===== config.mk =====
export PLATFORM = sky130hd
export DESIGN_NAME = pipe_stage_buf
export DESIGN_NICKNAME = d
export VERILOG_FILES = /design/src/rtl/pipe_stage_buf.sv
export SDC_FILE = /design/constraint.sdc
export NUM_CORES = 1
export LEC_CHECK = 0
export BUFFER_PORTS_ARGS = -buffer_cell sky130_fd_sc_hd__buf_2
export CORE_UTILIZATION = 30
export DETAILED_ROUTE_END_ITERATION = 12
export GPL_TIMING_DRIVEN = 0
export SETUP_SLACK_MARGIN = 0.05
export SLEW_MARGIN = 5
export SYNTH_ARGS = -nofsm -noshare
export SYNTH_HDL_FRONTEND = slang
export SYNTH_SLANG_ARGS = --single-unit

===== constraint.sdc =====
create_clock -name clk -period 42.5 [get_ports clk]
set_input_delay 4.25 -clock clk [delete_from_list [all_inputs] [get_ports clk]]
set_output_delay 4.25 -clock clk [all_outputs]
set_load 0.01 [all_outputs]

===== src/rtl/pipe_stage_buf.sv =====
// Elastic pipeline buffer between two stages: circular FIFO with
// stall back-pressure and flush-on-redirect.
module pipe_stage_buf #(
  parameter int WIDTH = 267,
  parameter int DEPTH = 2,
  parameter int CW    = $clog2(DEPTH+1)
) (
  input  logic             clk,
  input  logic             rst,
  input  logic [WIDTH-1:0] i_data,
  input  logic             i_v,
  output logic             o_ready,
  input  logic             i_stall,
  input  logic             i_flush,
  output logic [WIDTH-1:0] o_data,
  output logic             o_v,
  output logic [CW-1:0]    o_count,
  output logic             o_full,
  output logic             o_empty
);

  localparam int AW = $clog2(DEPTH);

  logic [WIDTH-1:0] mem [DEPTH];
  logic [AW-1:0]    wr_ptr;
  logic [AW-1:0]    rd_ptr;
  logic [CW-1:0]    count;
  logic             push;
  logic             pop;

  // Flags come from the registered count only, so ready never
  // depends on the downstream stall in the same cycle.
  assign o_full  = (count == CW'(DEPTH));
  assign o_empty = (count == '0);
  assign o_ready = !o_full;
  assign o_v     = !o_empty;
  assign o_count = count;
  assign o_data  = o_v ? mem[rd_ptr] : '0;

  assign push = i_v && o_ready && !i_flush;
  assign pop  = o_v && !i_stall && !i_flush;

  always_ff @(posedge clk or negedge rst) begin
    if (!rst) begin
      wr_ptr <= '0;
      rd_ptr <= '0;
      count  <= '0;
    end else if (i_flush) begin
      wr_ptr <= '0;
      rd_ptr <= '0;
      count  <= '0;
    end else begin
      if (push) wr_ptr <= wr_ptr + AW'(1);
      if (pop)  rd_ptr <= rd_ptr + AW'(1);
      unique case ({push, pop})
        2'b10:   count <= count + CW'(1);
        2'b01:   count <= count - CW'(1);
        default: count <= count;
      endcase
    end
  end

  // Payload storage is not reset; count gating keeps stale
  // entries off o_data.
  always_ff @(posedge clk) begin
    if (push) mem[wr_ptr] <= i_data;
  end

endmodule


==> metrics.cfg <==
[logic_synthesis]
ys_types = 22
synth-async-reset-ratio = 0.00743
syn_nets = 1427
synth_seq_area_share = 0.792
syn-cell-area_sq_um = 20400
syn_area_per_cell_sq_um = 17.6
synth_largest_area_cell = edfxtp_1
synth_area_leaders = edfxtp_1, mux2i_1, nor2_1
synth_top_area_share = 0.788
ys_seq_elements = 538
yosysWarnings = 0
synth-main-ff-cell = edfxtp_1
synth_edf_count = 534
synth_cells = 1155

[clock_tree]
insertion_delay_ps = 590
path_clk_slew_ps = 60
htree_levels = 2
postCtsResizedCells = 0
ctsRootBufferMaster = clkbuf_16
cts_inserted_buffers = 58
post-cts-setup-buffer-count = 0
cts_tree = yes
postCtsHoldBufs = 0
clock_path_buffers = 3
clock_sinks = 538

[timing]
finalHoldViolations = 0
fmax_mhz = 150
setup-violations-final = 0
worstMarginPinSlew_ps = 815
relSlewSlack = 0.454
rsz0062_at_grt = no
min_period_ps = 6690
clock_skew_ps = 18.9
fin_ws_ps = 35810
finalSetupTns_ps = 0
timing.final.crit_share = 0.157
slew_violations = 0

[final_layout]
final_util = 0.396
synthToLayoutAreaGrowth_pct = 30.7
ff_latch_area_sq_um = 16100
post-route-cell-area_sq_um = 26600
drive_above_1_share = 0.400
multi_input_area_sq_um = 3800
fin_nets = 2089
final.fill_count = 6259

[pwr]
p_per_area_nw_per_um2 = 45.8
finalPower_mw = 1.22
p_leak_nw = 10.2
ir_worst_vdd_v = 0.0000365

[place]
place_congestion = 0.790
dpl_cell_area_sq_um = 24700
port_buffers = 544
preCtsSetupSlack_ps = 35140
dpl.hpwl_um = 37500

[critical_path]
crit_fanout = 12
crit_chain = buf_2 > nand2_1 > nor3_2 > buf_6 > buf_6 > buf_6 > buf_4 > buf_4 > buf_4 > buf_4 > buf_4 > buf_6
cpMostUsedCell = buf_4
critPathKind = in2reg
arrival_ps = 6990
required_ps = 42800
cp_slowest_stage_delay_ps = 630
crit_path_end_kind = flip-flop
start_kind = input port
slowest_stage = nor3_2

[global_routing]
grtUsageTotal = 0.141
grt-busiest-layer = met2
grt_pass1_vias = 12800
grt_pass1_wl_um = 74800
met3_usage = 0.0440
grt_util_met1 = 0.154
antenna_found_initial = 9
grt_max_degree = 15
grt_overflow = 0
use_met2 = 0.257

[die]
die_w_um = 263
chipHeight_um = 263
core_sq_um = 67200
io_pins = 545
die_area_sq_um = 68900
initial_core_util = 0.303
num_rows = 95

[drt]
wl_um = 49700
drc = 0
routedWlPerCell_um = 18.1
ant_nets = 0
drtPass1Iterations = 4
drtIter0Drc = 610
vias_per_cell = 4.34
vias = 11900

[run]
maxCapViolations = 0

[outcome]
status = finished clean

[min_path]
hp-class = reg2reg

final cells by class:
type,instances,area share
Antenna cell,5,0.000470
Buffer,59,0.0158
Clock buffer,71,0.0588
Clock inverter,38,0.0116
Inverter,3,0.000423
Multi-Input combinational cell,555,0.143
Sequential cell,538,0.606
Tap cell,873,0.0410
Timing Repair Buffer,602,0.123
report_power, final:
part	internal, mW	switching, mW	total, mW
registers	0.605	0.00408	0.609
clock network	0.290	0.200	0.490
logic	0.0494	0.0709	0.120
registers in the layout (all words and copies together) (netlist names):
name,count
wr_ptr,1
mem,534
rd_ptr,1
o_count,2
critical path, delay by kind of cell:
| family | cells | cell delay [ps] |
|---|---|---|
| and+or+nand+nor | 2 | 740 |
| buffers and inverters | 10 | 1960 |
worst paths after layout:
| check | from | endpoint | slack, ps | cells after the start |
|---|---|---|---|---|
| max | i_v | mem[0][74] | 35810 | 12 |
| min | wr_ptr | wr_ptr | 590 | 2 |
| max in group asynchronous | rst | wr_ptr | 38920 | 1 |
| min in group asynchronous | rst | o_count[0] | 3450 | 1 |
| min reg2reg | wr_ptr | wr_ptr | 590 | 2 |
| max reg2reg | o_count[0] | mem[0][74] | 38930 | 12 |
through the flow:
step	hold WS, ps	std cells
floorplan	529	1155
global placement	555	2572
detailed placement	583	2630
CTS	592	2739
global route	619	2742
finish	589	2744
per-layer routing:
| metal | vias to the layer above | part of all wire |
|---|---|---|
| li1 | 5641 | - |
| met1 | 5790 | 0.38 |
| met2 | 384 | 0.52 |
| met3 | 77 | 0.071 |
| met4 | 8 | 0.025 |
| met5 | - | 0.00088 |
layout by cell type, fill, tap and decap left out, drive strengths merged, types with 4 or more instances in the layout:
master    n
clkbuf   71
bufinv    5
inv       4
buf     661
mux2i   267
clkinv   29
dfrtp     4
edfxtp  534
nor2    268
diode     5
synth_stat cells, drive strengths merged, types with 2 or more instances:
cell	instances
edfxtp	534
nor2	268
mux2i	267
buf	59
dfrtp	4
a21oi	3
inv	3
o21ai	3
nand2	2
nand2b	2
nand3	2
or3	2
kinds of logic after synthesis:
family	synth area share
flops	0.792
mux	0.131
buf+inv	0.0212
simple gates	0.0528
compound gates	0.00221
(Power assumes the default switching activity.)
